**src/rtl/cam_rgb565_capture.sv**
```systemverilog
// Parallel camera capture front end: pairs 8-bit bus bytes into RGB565 pixels,
// tracks vsync/href geometry, and reports per-line / per-frame errors.
module cam_rgb565_capture #(
  parameter int H_ACTIVE = 640,
  parameter int V_ACTIVE = 480,
  parameter int X_W      = 10,
  parameter int Y_W      = 9
) (
  input  logic           pclk,
  input  logic           rstn,
  input  logic           capture_en,
  input  logic           cam_vsync,
  input  logic           cam_href,
  input  logic [7:0]     cam_data,
  output logic [4:0]     r_port_5,
  output logic [5:0]     g_port_6,
  output logic [4:0]     b_port_5,
  output logic           pix_valid,
  output logic [X_W-1:0] pix_x,
  output logic [Y_W-1:0] pix_y,
  output logic           frame_start,
  output logic           frame_done,
  output logic           err_line,
  output logic           err_frame,
  input  logic           err_clr
);

  typedef enum logic [1:0] {IDLE, SYNC, ACTIVE} state_t;

  // One extra bit so the counters can hold H_ACTIVE / V_ACTIVE+1 exactly.
  localparam logic [X_W:0] H_ACT  = (X_W+1)'(H_ACTIVE);
  localparam logic [Y_W:0] V_ACT  = (Y_W+1)'(V_ACTIVE);
  localparam logic [Y_W:0] V_SAT  = (Y_W+1)'(V_ACTIVE + 1);

  state_t         state, state_nxt;
  logic           vsync_q, href_q, phase;
  logic [7:0]     hi;
  logic [X_W:0]   pix_cnt;
  logic [Y_W:0]   line_cnt, line_nxt;
  logic           vs_rise, vs_fall, href_fall, byte_en, line_live, room;
  logic           emit, ovf, line_bad;
  logic           fs_set, fd_set, ef_set;

  assign vs_rise   = ~vsync_q & cam_vsync;
  assign vs_fall   = vsync_q & ~cam_vsync;
  assign href_fall = (state == ACTIVE) & href_q & ~cam_href;
  assign byte_en   = (state == ACTIVE) & cam_href;
  assign line_live = line_cnt < V_ACT;
  assign room      = pix_cnt < H_ACT;
  assign emit      = byte_en & phase & line_live & room;
  assign ovf       = byte_en & phase & line_live & ~room;
  assign line_bad  = href_fall & line_live & (phase | (pix_cnt != H_ACT));

  always_ff @(posedge pclk or negedge rstn) begin
    if (!rstn) state <= IDLE;
    else       state <= state_nxt;
  end

  // Line end is folded into line_nxt so a coincident vsync rise sees it.
  always_comb begin
    state_nxt = state;
    fs_set    = 1'b0;
    fd_set    = 1'b0;
    ef_set    = 1'b0;
    line_nxt  = line_cnt;
    if (href_fall && line_cnt != V_SAT) line_nxt = line_cnt + 1'b1;
    case (state)
      IDLE:   if (cam_vsync) state_nxt = SYNC;
      SYNC:   if (vs_fall && capture_en) begin
                state_nxt = ACTIVE;
                fs_set    = 1'b1;
              end
      ACTIVE: if (vs_rise) begin
                state_nxt = SYNC;
                if (line_nxt == V_ACT) fd_set = 1'b1;
                else                   ef_set = 1'b1;
              end
      default: state_nxt = IDLE;
    endcase
  end

  always_ff @(posedge pclk or negedge rstn) begin
    if (!rstn) begin
      vsync_q     <= 1'b0;
      href_q      <= 1'b0;
      phase       <= 1'b0;
      hi          <= '0;
      pix_cnt     <= '0;
      line_cnt    <= '0;
      r_port_5    <= '0;
      g_port_6    <= '0;
      b_port_5    <= '0;
      pix_valid   <= 1'b0;
      pix_x       <= '0;
      pix_y       <= '0;
      frame_start <= 1'b0;
      frame_done  <= 1'b0;
      err_line    <= 1'b0;
      err_frame   <= 1'b0;
    end else begin
      vsync_q     <= cam_vsync;
      href_q      <= cam_href;
      frame_start <= fs_set;
      frame_done  <= fd_set;
      pix_valid   <= emit;
      if (fs_set) begin
        line_cnt <= '0;
        phase    <= 1'b0;
        pix_cnt  <= '0;
      end else begin
        line_cnt <= line_nxt;
        if (href_fall) begin
          phase   <= 1'b0;
          pix_cnt <= '0;
        end else if (byte_en) begin
          phase <= ~phase;
          if (!phase) hi <= cam_data;
          if (emit)   pix_cnt <= pix_cnt + 1'b1;
        end
      end
      if (emit) begin
        r_port_5 <= hi[7:3];
        g_port_6 <= {hi[2:0], cam_data[7:5]};
        b_port_5 <= cam_data[4:0];
        pix_x    <= pix_cnt[X_W-1:0];
        pix_y    <= line_cnt[Y_W-1:0];
      end
      if (err_clr)                  err_line <= 1'b0;
      else if (ovf || line_bad)     err_line <= 1'b1;
      if (err_clr)                  err_frame <= 1'b0;
      else if (ef_set)              err_frame <= 1'b1;
    end
  end

endmodule

```
**config.mk**
```make
export PLATFORM = sky130hd
export DESIGN_NAME = cam_rgb565_capture
export DESIGN_NICKNAME = d
export VERILOG_FILES = /design/src/rtl/cam_rgb565_capture.sv
export SDC_FILE = /design/constraint.sdc
export NUM_CORES = 1
export LEC_CHECK = 0
export BUFFER_PORTS_ARGS = -buffer_cell sky130_fd_sc_hd__buf_4
export CORE_UTILIZATION = 40
export CTS_BUF_LIST = sky130_fd_sc_hd__clkbuf_4
export DETAILED_ROUTE_END_ITERATION = 10
export SYNTH_ARGS = -nofsm -noshare
export SYNTH_HDL_FRONTEND = slang
export SYNTH_SLANG_ARGS = --single-unit
```
**constraint.sdc**
```tcl
create_clock -name pclk -period 2 [get_ports pclk]
set_input_delay 0 -clock pclk [delete_from_list [all_inputs] [get_ports pclk]]
set_output_delay 0 -clock pclk [all_outputs]
set_load 0.02 [all_outputs]
```
==> out/metrics.csv <==
metric,value,unit
status,completed,
path_class,reg2reg,
core_area,7730,µm²
area_delta_synth_final,26.5,%
reg2reg_from,state[1]$_DFFE_PN0P_,
syn_inst,253,
power_density,705,nW/µm²
yosys_warnings,0,
p_leak,0.00203,µW
detail-route-antenna-nets,0,
synth_area_leaders,"dfrtp_1 58%, mux2_2 15%, xor2_1 3.6%, nor2_1 2.7%, ha_1 1.6%",
period_minus_slack,1.84,ns
path_clk_slew,0.12,ns
routedWlPerCell,14.4,µm
postCtsSetupRepairBufs,0,
maxCapViolations,0,
antenna_found_initial,0,
grt_use_total,0.163,
fmaxAchievable,0.545,GHz
routed_via_density,5.04,
period_share,0.918,
drtPass1Iterations,5,
yosysMostFrequentCell,dfrtp_1,
die-area,8370,µm²
overflow,0,
initial_core_util,0.415,
ioPinCount,54,
stdcell_count,436,
max_slew.worst_pin.slew,0.532,ns
grt_pass1_vias,2156,
drive_above_1_share,0.374,
peakVddDrop,424,µV
insertion_delay,0.40,ns
die_w,91.5,µm
rows,32,
rrSetupSlack,0.16,ns
drt_first_iter_violations,156,
setup_violations,0,
synth_cell_types,42,
seq_area_frac_synth,0.578,
cts_root_buffer,clkbuf_4,
clk_path_buf_depth,2,
hold_class,in2async,
post-dp-hpwl,4.30,mm
fillerInstances,683,
layout.nets,347,
synth_top_area_share,0.578,
vias,2196,
globalplace.congestion,0.800,
synth-edff-count,0,
fin_tns_setup,0,ns
cts.htree.levels,3,
rsz0062_at_grt,false,
diodes,0,
reg2reg_to,err_frame$_DFFE_PN0P_,
required,2.31,ns
async_flop_share,1.00,
slew_headroom,0.645,
yosysTopAreaCell,dfrtp_1,
drt-total-wl,6.29,mm
synth_area,3200,µm²
cp-end-kind,register,
syn_nets,271,
numCtsBuffers,9,
grt_pass1_wl,10.7,mm
io_buffers,53,
cts_tree,done,
drc,0,
synth_flop_cell,dfrtp_1,
worstPathMaxFanout,9,
synth_commonest_cells,"74 x dfrtp_1, 43 x mux2_2, 23 x nor2_1",
hold_viol,0,
rr_worst_depth,6,
postSynthAreaPerCell,12.7,µm²
report.final.slew_viol_count,0,
die_height,91.5,µm
ys_ff_latch,74,
grt_max_degree,42,
critPathLaunchType,register,
clock-skew-final,0.0121,ns
clock-sinks,74,
dp.cells,407,
cp.arrival,2.14,ns
==> layer usage <==
metal,GRT usage,vias to the layer above,share of wire
met3,0.0343,7,0.044
met4,0.0635,0,0.0097
met2,0.247,57,0.47
li1,-,1050,-
met1,0.226,1082,0.48
met5,0,-,0
==> cell families after synthesis <==
logic type	share of synthesized area
AOI/OAI and AO/OA	0.0496
xor gates and xnor gates	0.0438
adders and majority gates	0.0156
buffers and inverters	0.0254
DFF	0.578
muxes	0.151
and+or+nand+nor	0.136
==> flip-flops by register name, indices dropped and copies added (netlist names) <==
signal / count
b_port_5: 5
err_frame: 1
err_line: 1
frame_done: 1
frame_start: 1
g_port_6: 6
hi: 8
href_q: 1
line_cnt: 10
phase: 1
pix_cnt: 11
pix_valid: 1
pix_x: 10
pix_y: 9
r_port_5: 5
state: 2
vsync_q: 1
==> final cells by class <==
type                       count  area (µm²)  area share
clock buffer                   9        67.6      0.0167
sequential                    74        1850       0.457
multi-input combinational    163        1290       0.319
tap                          102         128      0.0315
timing repair buffer          74         617       0.152
inverter                       7        26.3     0.00649
clock inverter                 7        68.8      0.0170
==> critical path, stage by stage (launching register included) <==
cell and delay, ns:
dfrtp_1 0.50, nor4bb_1 0.33, buf_4 0.23, nand4_1 0.12, xor2_1 0.24, nor4_1 0.08
a311oi_1 0.26
==> where the power goes <==
part / switching, µW / internal (µW)
clock network: 519 / 379
registers: 70.7 / 1590
logic: 135 / 159
total: 725 / 2130
==> repair_timing <==
item | CTS | global route
endpoints found under the setup margin | 0 | 18
hold buffers | 13 | 0
gates resized for setup | 0 | 2
endpoints found under the hold margin | 93 | 0
==> placed cells by master (no fill, tap or decap), drive strengths merged, types with 3 or more instances in the layout <==
master	n
nor2b	3
mux2	43
xor2	13
nand4	7
clkinv	4
clkbuf	9
o21ai	3
nor4	4
nand2	9
dfrtp	74
nor3	5
nand3	4
a21oi	8
buf	61
and3	7
inv	8
dlygate4sd3	13
ha	4
nor2	24
xnor2	3
==> how the worst max path moves through the flow <==
stage / cells after the start / to / startpoint
final: 6 / err_frame$_DFFE_PN0P_ / state[1]$_DFFE_PN0P_
after global routing: 6 / err_frame$_DFFE_PN0P_ / state[1]$_DFFE_PN0P_
after CTS: 4 / g_port_6[2]$_DFFE_PN0P_ / line_cnt[5]$_DFF_PN0_
after detailed placement: 4 / g_port_6[2]$_DFFE_PN0P_ / line_cnt[5]$_DFF_PN0_
after global placement: 4 / r_port_5[2]$_DFFE_PN0P_ / line_cnt[5]$_DFF_PN0_
after floorplan: 5 / g_port_6[1]$_DFFE_PN0P_ / line_cnt[5]$_DFF_PN0_
==> stage by stage <==
stage / util / power [µW] / area [µm²] / hold WS (ns) / worst slack, ns
6_report: 0.524 / 2860 / 4050 / 0.121 / 0.165
5_1_grt: 0.524 / 3000 / 4050 / 0.140 / 0.0295
4_1_cts: 0.523 / 2900 / 4040 / 0.110 / 0.0912
3_5_place_dp: 0.488 / 1970 / 3770 / 0.0226 / 0.129
3_3_place_gp: 0.488 / 1960 / 3770 / 0.0236 / 0.150
2_1_floorplan: - / 1830 / 3200 / -0.296 / 0.277
Note: power is estimated with default switching activity, not from simulation.
